File: config.mk
export PLATFORM = sky130hd
export DESIGN_NAME = ibex_pext_accum_flat
export DESIGN_NICKNAME = d
export VERILOG_FILES = /design/src/rtl/ibex_pext_accum_pkg.sv /design/src/rtl/ibex_pext_accum_if.sv /design/src/rtl/ibex_pext_sat_add.sv /design/src/rtl/ibex_pext_accum.sv /design/src/flat_wrapper.sv
export SDC_FILE = /design/constraint.sdc
export NUM_CORES = 1
export LEC_CHECK = 0
export ABC_AREA = 1
export BUFFER_PORTS_ARGS = -buffer_cell sky130_fd_sc_hd__buf_2
export CAP_MARGIN = 25
export CORE_MARGIN = 2
export CORE_UTILIZATION = 55
export CTS_CLUSTER_SIZE = 30
export DETAILED_ROUTE_END_ITERATION = 7
export PLACE_DENSITY = 0.83
export RECOVER_POWER = 25
export SYNTH_ARGS = -nofsm -noshare
export SYNTH_HDL_FRONTEND = slang
export SYNTH_SLANG_ARGS = --single-unit
File: constraint.sdc
create_clock -name clk_i -period 4.7 [get_ports clk_i]
set_input_delay 0.705 -clock clk_i [delete_from_list [all_inputs] [get_ports clk_i]]
set_output_delay 0.705 -clock clk_i [all_outputs]
set_load 0.01 [all_outputs]
File: src/rtl/ibex_pext_accum_pkg.sv
// Shared P-extension types: accumulate op codes, FSM states and saturation bounds.
// Latency: n/a (types and constants only).
// Backpressure: n/a.
package ibex_pkg_pext;

    typedef enum logic [2:0] {
        ACC_SUM2  = 3'd0,
        ACC_DIFF2 = 3'd1,
        ACC_SUB2  = 3'd2,
        ACC_ONE   = 3'd3,
        ACC_NEG   = 3'd4
    } pext_acc_op_e;

    typedef enum logic [1:0] {
        ACC_ST_IDLE  = 2'd0,
        ACC_ST_ACCUM = 2'd1,
        ACC_ST_DONE  = 2'd2
    } pext_acc_state_e;

    localparam logic signed [33:0] PEXT_SAT_MAX32 = 34'sh0_7FFF_FFFF;
    localparam logic signed [33:0] PEXT_SAT_MIN32 = 34'sh3_8000_0000;

    typedef struct packed {
        logic neg0;
        logic neg1;
        logic p1_en;
    } pext_acc_ctl_t;

    // Reserved codes fall into the default arm and behave like ACC_ONE.
    function automatic pext_acc_ctl_t pext_acc_decode(input pext_acc_op_e op);
        pext_acc_ctl_t ctl;
        ctl = '{neg0: 1'b0, neg1: 1'b0, p1_en: 1'b0};
        case (op)
            ACC_SUM2:  ctl = '{neg0: 1'b0, neg1: 1'b0, p1_en: 1'b1};
            ACC_DIFF2: ctl = '{neg0: 1'b0, neg1: 1'b1, p1_en: 1'b1};
            ACC_SUB2:  ctl = '{neg0: 1'b1, neg1: 1'b1, p1_en: 1'b1};
            ACC_NEG:   ctl = '{neg0: 1'b1, neg1: 1'b0, p1_en: 1'b0};
            default:   ctl = '{neg0: 1'b0, neg1: 1'b0, p1_en: 1'b0};
        endcase
        return ctl;
    endfunction

endpackage

File: src/rtl/ibex_pext_accum_if.sv
// Beat/result bundle between the P-extension multiplier and the accumulate back end.
// Latency: n/a (wiring only).
// Backpressure: beat_ready from the accumulator gates beat_valid from the multiplier.
interface ibex_pext_accum_if;
    import ibex_pkg_pext::*;

    logic         flush;
    pext_acc_op_e op;
    logic [31:0]  rd_val;
    logic         beat_valid;
    logic         beat_last;
    logic         beat_ready;
    logic [31:0]  prod0;
    logic [31:0]  prod1;
    logic         result_valid;
    logic [31:0]  result;
    logic         ov;

    modport master (
        output flush, op, rd_val, beat_valid, beat_last, prod0, prod1,
        input  beat_ready, result_valid, result, ov
    );

    modport slave (
        input  flush, op, rd_val, beat_valid, beat_last, prod0, prod1,
        output beat_ready, result_valid, result, ov
    );

endinterface

File: src/rtl/ibex_pext_sat_add.sv
// One accumulate step: base +/- p0 +/- p1 at 34 bits, then clamp to signed-32 or wrap mod 2^32.
// Latency: purely combinational.
// Backpressure: none.
module ibex_pext_sat_add
    import ibex_pkg_pext::*;
(
    input  logic signed [33:0] base,
    input  logic        [31:0] prod0,
    input  logic        [31:0] prod1,
    input  logic               neg0,
    input  logic               neg1,
    input  logic               p1_en,
    input  logic               sat_en,
    output logic signed [33:0] sum,
    output logic               clamp
);

    logic signed [33:0] term0;
    logic signed [33:0] term1;
    logic signed [33:0] raw;

    // Two guard bits keep base + two signed-32 terms exact, even for -(-2^31).
    always_comb begin
        term0 = {{2{prod0[31]}}, prod0};
        term1 = '0;
        if (neg0) begin
            term0 = -term0;
        end
        if (p1_en) begin
            term1 = neg1 ? -{{2{prod1[31]}}, prod1} : {{2{prod1[31]}}, prod1};
        end
        raw   = base + term0 + term1;
        sum   = raw;
        clamp = 1'b0;
        if (sat_en) begin
            if (raw > PEXT_SAT_MAX32) begin
                sum   = PEXT_SAT_MAX32;
                clamp = 1'b1;
            end else if (raw < PEXT_SAT_MIN32) begin
                sum   = PEXT_SAT_MIN32;
                clamp = 1'b1;
            end
        end else begin
            sum = {{2{raw[31]}}, raw[31:0]};
        end
    end

endmodule

File: src/rtl/ibex_pext_accum.sv
// Accumulate/saturate back end for P-extension MAC ops; IBEX_PEXT_ACC_SAT_EN enables clamping and ov.
// Latency: result_valid one cycle after the last accepted beat.
// Backpressure: beat_ready low only during the single DONE cycle (1-cycle bubble between ops).
module ibex_pext_accum
    import ibex_pkg_pext::*;
(
    input  logic                    clk_i,
    input  logic                    rst_ni,
    ibex_pext_accum_if.slave        acc_if
);

`ifdef IBEX_PEXT_ACC_SAT_EN
    localparam logic SatEn = 1'b1;
`else
    localparam logic SatEn = 1'b0;
`endif

    pext_acc_state_e    state_q, state_d;
    pext_acc_op_e       op_q, op_eff;
    pext_acc_ctl_t      ctl;
    logic signed [33:0] acc_q;
    logic signed [33:0] base;
    logic signed [33:0] sum;
    logic        [31:0] result_q;
    logic               sat_clamp;
    logic               in_idle;
    logic               in_done;
    logic               accept;
    logic               beat_ready;
    logic               result_valid;

    assign in_idle = (state_q == ACC_ST_IDLE);
    assign in_done = (state_q == ACC_ST_DONE);
    // A beat coinciding with flush is dropped, so it never reaches the datapath.
    assign accept  = acc_if.beat_valid & ~in_done & ~acc_if.flush;

    // The first beat seeds from rd_val/op_i; later beats use the running state.
    assign base   = in_idle ? {{2{acc_if.rd_val[31]}}, acc_if.rd_val} : acc_q;
    assign op_eff = in_idle ? acc_if.op : op_q;
    assign ctl    = pext_acc_decode(op_eff);

    ibex_pext_sat_add u_sat_add (
        .base   (base),
        .prod0  (acc_if.prod0),
        .prod1  (acc_if.prod1),
        .neg0   (ctl.neg0),
        .neg1   (ctl.neg1),
        .p1_en  (ctl.p1_en),
        .sat_en (SatEn),
        .sum    (sum),
        .clamp  (sat_clamp)
    );

    always_ff @(posedge clk_i or negedge rst_ni) begin
        if (!rst_ni) begin
            state_q <= ACC_ST_IDLE;
        end else begin
            state_q <= state_d;
        end
    end

    always_comb begin
        state_d      = state_q;
        beat_ready   = 1'b1;
        result_valid = 1'b0;
        case (state_q)
            ACC_ST_IDLE, ACC_ST_ACCUM: begin
                if (accept) begin
                    state_d = acc_if.beat_last ? ACC_ST_DONE : ACC_ST_ACCUM;
                end
            end
            ACC_ST_DONE: begin
                beat_ready   = 1'b0;
                result_valid = 1'b1;
                state_d      = ACC_ST_IDLE;
            end
            default: state_d = ACC_ST_IDLE;
        endcase
        if (acc_if.flush) begin
            state_d      = ACC_ST_IDLE;
            result_valid = 1'b0;
        end
    end

    always_ff @(posedge clk_i or negedge rst_ni) begin
        if (!rst_ni) begin
            acc_q    <= '0;
            op_q     <= ACC_SUM2;
            result_q <= '0;
        end else if (accept) begin
            acc_q <= sum;
            if (in_idle) begin
                op_q <= acc_if.op;
            end
            if (acc_if.beat_last) begin
                result_q <= sum[31:0];
            end
        end
    end

`ifdef IBEX_PEXT_ACC_SAT_EN
    logic ov_q;

    // Sticky across beats; a fresh op starts clean on its first beat.
    always_ff @(posedge clk_i or negedge rst_ni) begin
        if (!rst_ni) begin
            ov_q <= 1'b0;
        end else if (acc_if.flush) begin
            ov_q <= 1'b0;
        end else if (accept) begin
            ov_q <= (in_idle ? 1'b0 : ov_q) | sat_clamp;
        end
    end

    assign acc_if.ov = result_valid & ov_q;
`else
    logic unused_sat_clamp;
    assign unused_sat_clamp = sat_clamp;
    assign acc_if.ov        = 1'b0;
`endif

    assign acc_if.beat_ready   = beat_ready;
    assign acc_if.result_valid = result_valid;
    assign acc_if.result       = result_q;

endmodule

File: src/flat_wrapper.sv
// flat-port wrapper written by rule: the top's interface ports become plain ports
module ibex_pext_accum_flat import ibex_pkg_pext::*;
  (clk_i, rst_ni, acc_if_flush, acc_if_op, acc_if_rd_val, acc_if_beat_valid, acc_if_beat_last, acc_if_prod0, acc_if_prod1, acc_if_beat_ready, acc_if_result_valid, acc_if_result, acc_if_ov);
  ibex_pext_accum_if acc_if_i ();
  input  logic clk_i;
  input  logic rst_ni;
  input wire logic [$bits(acc_if_i.flush)-1:0] acc_if_flush;
  input wire logic [$bits(acc_if_i.op)-1:0] acc_if_op;
  input wire logic [$bits(acc_if_i.rd_val)-1:0] acc_if_rd_val;
  input wire logic [$bits(acc_if_i.beat_valid)-1:0] acc_if_beat_valid;
  input wire logic [$bits(acc_if_i.beat_last)-1:0] acc_if_beat_last;
  input wire logic [$bits(acc_if_i.prod0)-1:0] acc_if_prod0;
  input wire logic [$bits(acc_if_i.prod1)-1:0] acc_if_prod1;
  output wire logic [$bits(acc_if_i.beat_ready)-1:0] acc_if_beat_ready;
  output wire logic [$bits(acc_if_i.result_valid)-1:0] acc_if_result_valid;
  output wire logic [$bits(acc_if_i.result)-1:0] acc_if_result;
  output wire logic [$bits(acc_if_i.ov)-1:0] acc_if_ov;
  assign acc_if_i.flush = acc_if_flush;
  assign acc_if_i.op = acc_if_op;
  assign acc_if_i.rd_val = acc_if_rd_val;
  assign acc_if_i.beat_valid = acc_if_beat_valid;
  assign acc_if_i.beat_last = acc_if_beat_last;
  assign acc_if_i.prod0 = acc_if_prod0;
  assign acc_if_i.prod1 = acc_if_prod1;
  assign acc_if_beat_ready = acc_if_i.beat_ready;
  assign acc_if_result_valid = acc_if_i.result_valid;
  assign acc_if_result = acc_if_i.result;
  assign acc_if_ov = acc_if_i.ov;
  ibex_pext_accum u_core (.clk_i(clk_i), .rst_ni(rst_ni), .acc_if(acc_if_i));
endmodule
==> impl_metrics.env, run 1 <==
export IMPL_outcome="finished, violations left"
export IMPL_violated_checks="max-capacitance violations, max-slew violations"
export IMPL_placedCellCount=1431
export IMPL_cts_made_buffers=9
export IMPL_synth_seq_area_share_pct=22.89
export IMPL_worst_setup_path_type="flop to flop"
export IMPL_placedInstanceArea_um2=8416
export IMPL_syn_inst=1129
export IMPL_timing_setup_tns_ps=0
export IMPL_finalWeightedCongestion=0.9899
export IMPL_ys_warnings_count=0
export IMPL_worst_slew_pin_slew_ps=1857
export IMPL_grt_antenna_before_repair=0
export IMPL_layout_area_growth_over_synthesis_pct=15.44
export IMPL_grt_first_pass_wirelength_um=36650
export IMPL_cp_data_required_time_ps=4990
export IMPL_wirelength_um=23030
export IMPL_synth_cell_area_um2=7545
export IMPL_postCtsHoldBufs=0
export IMPL_p_switching_mw=2.801
export IMPL_crit_path_max_incr_delay_ps=490
export IMPL_port_buffers=137
export IMPL_path_cells="nor2_4 -> nand2_1 -> nand2_1 -> nand3_2 -> nand2_2 -> inv_2 -> a21oi_1 -> o21ai_0 -> a21oi_1 -> fa_1 -> ha_1 -> a21oi_1 -> o21ai_0 -> a21oi_1 -> o21ai_0 -> buf_4 -> a21oi_1 -> xnor2_1 -> nand2_1 -> nand2_1"
export IMPL_proportion_of_power_drawn_by_combinational_gates_pct=67.8
export IMPL_drive_above_1_share_pct=15.26
export IMPL_hold_path_startpoint="u_core.acc_q[1]"
export IMPL_p_sw_share_pct=52.44
export IMPL_initial_core_util_pct=56.75
export IMPL_grt_overflow=0
export IMPL_power_leakage_nw=4.655
export IMPL_preCtsSetupSlack_ps=200.7
export IMPL_synth_seq_cells=69
export IMPL_power_frac_seq_pct=18.9
export IMPL_synth_lib_cells_used_distinct=48
export IMPL_core_area_um2=13300
export IMPL_skew_ps=8.199
export IMPL_arrival_ps=4600
export IMPL_cts_tree="yes"
export IMPL_first_global_vias=7226
export IMPL_cts_htree_levels=3
export IMPL_numClockSinks=69
export IMPL_routed_via_count=7948
export IMPL_cts_root_buf="sky130_fd_sc_hd__clkbuf_16"
export IMPL_finalInstanceArea_um2=8710
export IMPL_clk_transition_reported_paths_ps=60
export IMPL_finish_net_count=1434
export IMPL_final_report_setup_violation_count=0
export IMPL_endpoint_kind="flop"
export IMPL_synth_edff_count=0
export IMPL_max_clock_freq_mhz=231.9
export IMPL_register_to_register_setup_slack_ps=390
export IMPL_n_antenna_cell=0
export IMPL_grt_start_max_net_pins=45
export IMPL_final_period_minus_worst_setup_slack_ps=4312
export IMPL_detail_route_wl_per_cell_um=15.92
export IMPL_dp_final_hpwl_um=18810
export IMPL_most_common_layout_cells="sky130_fd_sc_hd__nand2_1, sky130_fd_sc_hd__inv_1, sky130_fd_sc_hd__buf_2, sky130_fd_sc_hd__o21ai_0, sky130_fd_sc_hd__nor2_1"
export IMPL_synth_area_per_cell_um2=6.683
export IMPL_grt_setup_unrepaired="false"
export IMPL_async_reset_ff_share_pct=100.0
export IMPL_reg2reg_from="u_core.state_q[0]"
export IMPL_die_width_um=121.1
export IMPL_power_total_mw=5.342
export IMPL_worstPathBufferInverterCount=2
export IMPL_holdPathEnd="u_core.acc_q[1]"
export IMPL_clk_latency_ps=350
export IMPL_worstPathMaxFanout=15
export IMPL_layout_commonest_cell="sky130_fd_sc_hd__nand2_1"
export IMPL_critPathMostFrequentCell="sky130_fd_sc_hd__a21oi_1"
export IMPL_firstDrtPassIters=6
export IMPL_finalNonFillerCells=1447
export IMPL_worstSetupStartpointType="flop"
export IMPL_post_synth_top_area_fraction_pct=22.89
export IMPL_ctsLongestPathBuffers=2
export IMPL_cts_resized_gates=0
export IMPL_dominantRegCellSynth="sky130_fd_sc_hd__dfrtp_1"
export IMPL_rows=42
export IMPL_critical_path_top_delay_family="compound AO/OA/AOI/OAI gates"
export IMPL_layout_worst_path_cycle_share_pct=91.74
export IMPL_post_cts_setup_buffers=0
export IMPL_reg2reg_depth=20
export IMPL_worstReg2RegEnd="u_core.acc_if.result[18]"
export IMPL_hold_depth=2
export IMPL_synth_largest_area_cell="sky130_fd_sc_hd__dfrtp_1"
export IMPL_power_ir_vdd_worst_mv=0.3836
export IMPL_synth_area_leaders="sky130_fd_sc_hd__dfrtp_1, sky130_fd_sc_hd__nand2_1, sky130_fd_sc_hd__fa_1, sky130_fd_sc_hd__inv_1, sky130_fd_sc_hd__o21ai_0"
export IMPL_antenna_left=0
export IMPL_final_max_slew_violation_count=31
export IMPL_internal_power_mw=2.541
export IMPL_die_h_um=121.1
export IMPL_pwr_share_clk_pct=13.3
export IMPL_finalHoldViolations=0
export IMPL_fp_dieArea_um2=14670
export IMPL_max_cap_viol_count=1
export IMPL_drt_first_iter_violations=760
export IMPL_routed_via_density=5.493
export IMPL_critical_path_slowest_cell="sky130_fd_sc_hd__fa_1"
export IMPL_worst_slack_ps=388.3
export IMPL_ioPinCount=139
export IMPL_grt_total_usage_pct=32.82
export IMPL_p_per_area_nw_per_um2=613.3
export IMPL_drt_drc_violations_left=0
export IMPL_hold_crit_class="flop to flop"
export IMPL_synth_fp_nets=1297
export IMPL_relSlewSlack_pct=-23.77
==> state kept, by name (all words and copies together), names as in the netlist <==
name                  cells
u_core.acc_q             32
u_core.state_q            2
u_core.op_q               3
u_core.acc_if.result     32
==> cells by family after synthesis <==
kind of cell	Yosys count	synth area share, %
AOI/OAI and AO/OA	201	14.74
xor gates and xnor gates	45	5.224
adders and majority gates	64	13.80
buffers and inverters	203	10.75
DFF	69	22.89
muxes	21	2.786
other	1	0.04970
and+or+nand+nor	525	29.77
==> routing by layer <==
layer | share of wire, % | track usage [%]
met4 | 3.2 | 11.05
met5 | 0 | 0
met3 | 9.0 | 3.994
met1 | 46 | 49.58
met2 | 41 | 48.56
==> cells in the mapped netlist (all sizes together), types with 5 or more instances <==
| cell type | instances |
|---|---|
| xor2 | 36 |
| a21oi | 69 |
| or2 | 9 |
| dfrtp | 69 |
| nand4 | 18 |
| xnor2 | 9 |
| nand3b | 5 |
| buf | 14 |
| o21ai | 112 |
| nand3 | 75 |
| mux2i | 21 |
| fa | 32 |
| nor3 | 15 |
| clkbuf | 11 |
| a31oi | 6 |
| inv | 178 |
| nor2 | 101 |
| nand2 | 297 |
| ha | 32 |
==> through the flow <==
stage | util (%) | hold WS (ps)
6_report | 65.51 | 477.4
5_1_grt | 65.51 | 503.9
4_1_cts | 65.61 | 445.2
3_5_place_dp | 63.30 | 459.0
3_3_place_gp | 63.30 | 453.9
2_1_floorplan | - | 409.4
==> worst reg2reg max path, stage by stage (launching register included) <==
cell,delay (ps)
sky130_fd_sc_hd__dfrtp_1,430
sky130_fd_sc_hd__nor2_4,230
sky130_fd_sc_hd__nand2_1,70
sky130_fd_sc_hd__nand2_1,140
sky130_fd_sc_hd__nand3_2,110
sky130_fd_sc_hd__nand2_2,220
sky130_fd_sc_hd__inv_2,180
sky130_fd_sc_hd__a21oi_1,190
sky130_fd_sc_hd__o21ai_0,90
sky130_fd_sc_hd__a21oi_1,210
sky130_fd_sc_hd__fa_1,490
sky130_fd_sc_hd__ha_1,390
sky130_fd_sc_hd__a21oi_1,230
sky130_fd_sc_hd__o21ai_0,160
sky130_fd_sc_hd__a21oi_1,260
sky130_fd_sc_hd__o21ai_0,130
sky130_fd_sc_hd__buf_4,170
sky130_fd_sc_hd__a21oi_1,160
sky130_fd_sc_hd__xnor2_1,200
sky130_fd_sc_hd__nand2_1,90
sky130_fd_sc_hd__nand2_1,80
==> power groups by stage <==
| stage | logic, mW | registers [mW] | clock network [mW] |
|---|---|---|---|
| floorplan | 2.44 | 1.04 | 0 |
| global placement | 3.47 | 1.01 | 0 |
| detailed placement | 3.51 | 1.01 | 0 |
| CTS | 3.55 | 1.01 | 0.718 |
| global route | 4.06 | 1.04 | 0.738 |
| finish | 3.62 | 1.01 | 0.712 |
==> area by class of cell <==
class | count | area [um2]
Tap cell | 176 | 220.2
Multi-Input combinational cell | 857 | 5011
Fill cell | 1241 | 4586
Timing Repair Buffer | 151 | 772.0
Inverter | 178 | 670.6
Clock inverter | 7 | 82.58
Clock buffer | 9 | 225.2
Sequential cell | 69 | 1728
==> worst max-delay path by stage <==
stage,startpoint,slack [ps],to,cells after the start
global route,u_core.state_q[0],30,u_core.acc_if.result[29],23
finish,u_core.state_q[0],390,u_core.acc_if.result[18],20
CTS,u_core.state_q[1],400,u_core.acc_if.result[29],24
global placement,acc_if_prod1[1],290,u_core.acc_if.result[31],27
detailed placement,acc_if_prod1[1],200,u_core.acc_if.result[25],24
floorplan,acc_if_op[0],870,u_core.acc_if.result[25],25
Note: power is estimated with default switching activity, not from simulation.
==> inputs of run 2 (changes only) <==
- CTS_BUF_LIST: unset -> sky130_fd_sc_hd__clkbuf_4 sky130_fd_sc_hd__clkbuf_8
- HOLD_SLACK_MARGIN: unset -> 0.08
==> impl_metrics.env, run 2 (synthesis results as in run 1) <==
export IMPL_outcome="finished, violations left"
export IMPL_violated_checks="max-capacitance violations, max-slew violations"
export IMPL_hold_depth=2
export IMPL_layout_commonest_cell="sky130_fd_sc_hd__nand2_1"
export IMPL_drt_drc_violations_left=0
export IMPL_p_per_area_nw_per_um2=598.0
export IMPL_initial_core_util_pct=56.75
export IMPL_worst_slack_ps=374.5
export IMPL_cts_tree="yes"
export IMPL_n_antenna_cell=0
export IMPL_grt_overflow=0
export IMPL_hold_path_startpoint="u_core.acc_if.result[31]"
export IMPL_clk_transition_reported_paths_ps=90
export IMPL_final_period_minus_worst_setup_slack_ps=4326
export IMPL_max_clock_freq_mhz=231.2
export IMPL_most_common_layout_cells="sky130_fd_sc_hd__nand2_1, sky130_fd_sc_hd__inv_1, sky130_fd_sc_hd__buf_2, sky130_fd_sc_hd__o21ai_0, sky130_fd_sc_hd__nor2_1"
export IMPL_die_h_um=121.1
export IMPL_critPathMostFrequentCell="sky130_fd_sc_hd__nand2_1"
export IMPL_layout_worst_path_cycle_share_pct=92.03
export IMPL_register_to_register_setup_slack_ps=370
export IMPL_grt_antenna_before_repair=0
export IMPL_finalHoldViolations=0
export IMPL_cts_htree_levels=3
export IMPL_worst_slew_pin_slew_ps=2150
export IMPL_finalWeightedCongestion=0.9899
export IMPL_multi_input_combinational_cell_area_um2=5007
export IMPL_detail_route_wl_per_cell_um=15.96
export IMPL_placedCellCount=1431
export IMPL_routed_via_density=5.446
export IMPL_die_width_um=121.1
export IMPL_antenna_left=0
export IMPL_drt_first_iter_violations=730
export IMPL_final_max_slew_violation_count=72
export IMPL_reg2reg_depth=23
export IMPL_routed_via_count=7881
export IMPL_drive_above_1_share_pct=16.21
export IMPL_cp_data_required_time_ps=4960
export IMPL_cts_root_buf="sky130_fd_sc_hd__clkbuf_8"
export IMPL_skew_ps=11.23
export IMPL_power_ir_vdd_worst_mv=0.3629
export IMPL_hold_crit_class="flop to flop"
export IMPL_relSlewSlack_pct=-43.31
export IMPL_critical_path_slowest_cell="sky130_fd_sc_hd__fa_1"
export IMPL_dp_final_hpwl_um=18810
export IMPL_crit_path_max_incr_delay_ps=540
export IMPL_reg2reg_from="u_core.state_q[0]"
export IMPL_ioPinCount=139
export IMPL_sequential_cell_area_um2=1728
export IMPL_timing_setup_tns_ps=0
export IMPL_finish_net_count=1434
export IMPL_endpoint_kind="flop"
export IMPL_grt_first_pass_wirelength_um=36480
export IMPL_clk_latency_ps=380
export IMPL_worstSetupStartpointType="flop"
export IMPL_grt_start_max_net_pins=45
export IMPL_ctsLongestPathBuffers=2
export IMPL_max_cap_viol_count=2
export IMPL_power_leakage_nw=4.651
export IMPL_path_cells="nor2_4 -> nand2_1 -> nand2_1 -> nand3_2 -> nand2_2 -> inv_2 -> nand2_1 -> o211ai_1 -> fa_1 -> inv_1 -> ha_1 -> fa_1 -> nand2_1 -> nand3_1 -> nand3b_1 -> nand2_1 -> nand2_1 -> nand2_1 -> nand3_1 -> nand3_1 -> or2_2 -> nand3_1 -> nand2_1"
export IMPL_first_global_vias=7172
export IMPL_holdPathEnd="u_core.acc_if.result[31]"
export IMPL_finalNonFillerCells=1447
export IMPL_grt_setup_unrepaired="false"
export IMPL_worst_setup_path_type="flop to flop"
export IMPL_worstReg2RegEnd="u_core.acc_if.result[25]"
export IMPL_grt_total_usage_pct=32.74
export IMPL_arrival_ps=4580
export IMPL_fillers=1251
export IMPL_wirelength_um=23100
export IMPL_port_buffers=137
export IMPL_layout_area_growth_over_synthesis_pct=14.23
export IMPL_fp_dieArea_um2=14670
export IMPL_worstPathMaxFanout=15
export IMPL_core_area_um2=13300
export IMPL_firstDrtPassIters=7
export IMPL_final_report_setup_violation_count=0
export IMPL_cts_made_buffers=9
export IMPL_rows=42
export IMPL_preCtsSetupSlack_ps=200.7
export IMPL_numClockSinks=69
## run 2: cell types whose count changed in the layout (fill, tap and decap cells not counted)
cell	before	now
sky130_fd_sc_hd__a21oi_2	4	3
sky130_fd_sc_hd__buf_4	14	13
sky130_fd_sc_hd__clkbuf_8	0	9
sky130_fd_sc_hd__a21oi_1	65	66
sky130_fd_sc_hd__buf_2	122	136
sky130_fd_sc_hd__clkbuf_16	9	0
sky130_fd_sc_hd__clkbuf_1	15	2
## run 2: power breakdown
group / internal (mW) / total (mW) / leakage [nW] / switching (mW)
sequential: 0.859 / 1.01 / 0.856 / 0.151
combinational: 1.27 / 3.62 / 3.70 / 2.34
clock: 0.253 / 0.527 / 0.0984 / 0.274
## run 2: final cells by class
type	count	share of cell area, %
Multi-Input combinational cell	857	58.10
Sequential cell	69	20.05
Timing Repair Buffer	151	9.117
Inverter	178	7.782
Tap cell	176	2.555
Clock buffer	9	1.437
Clock inverter	7	0.9582
## run 2: worst max path at each step
stage	slack, ps	cells past startpoint	end	from
after CTS	380	23	u_core.acc_if.result[25]	u_core.state_q[1]
final	370	23	u_core.acc_if.result[25]	u_core.state_q[0]
after global placement	290	27	u_core.acc_if.result[31]	acc_if_prod1[1]
after detailed placement	200	24	u_core.acc_if.result[25]	acc_if_prod1[1]
after global routing	10	23	u_core.acc_if.result[29]	u_core.state_q[0]
after floorplan	870	25	u_core.acc_if.result[25]	acc_if_op[0]
## run 2: worst max-delay path, delay by kind of cell (launching register included)
family,cells,cell delay (ps)
AOI/OAI and AO/OA,1,140
buffers and inverters,2,230
and+or+nand+nor,17,2210
adders and majority gates,3,1170
DFF,1,440
## run 2: through the flow
step / utilization, % / hold WS (ps) / area (um2) / total power [mW]
finish: 64.82 / 483.3 / 8618 / 5.154
global route: 64.82 / 510.7 / 8618 / 5.646
CTS: 64.85 / 406.5 / 8622 / 5.078
detailed placement: 63.30 / 459.0 / 8416 / 4.523
global placement: 63.30 / 453.9 / 8416 / 4.477
floorplan: - / 409.4 / 7545 / 3.483
## run 2: routing by layer
metal | wire [um] | GRT usage [%] | vias up | part of all wire (%)
met3 | 1927 | 4.746 | 45 | 8.3
met2 | 9570 | 47.93 | 355 | 41
li1 | - | - | 3897 | -
met1 | 10880 | 49.26 | 3584 | 47
met5 | 0 | 0 | - | 0
met4 | 727 | 11.34 | 0 | 3.1
## run 2: timing repair
action / CTS / global route
hold buffers: 0 / 0
gates resized for setup: 0 / 1
buffers inserted: 0 / 0
endpoints found under the setup margin: 0 / 4
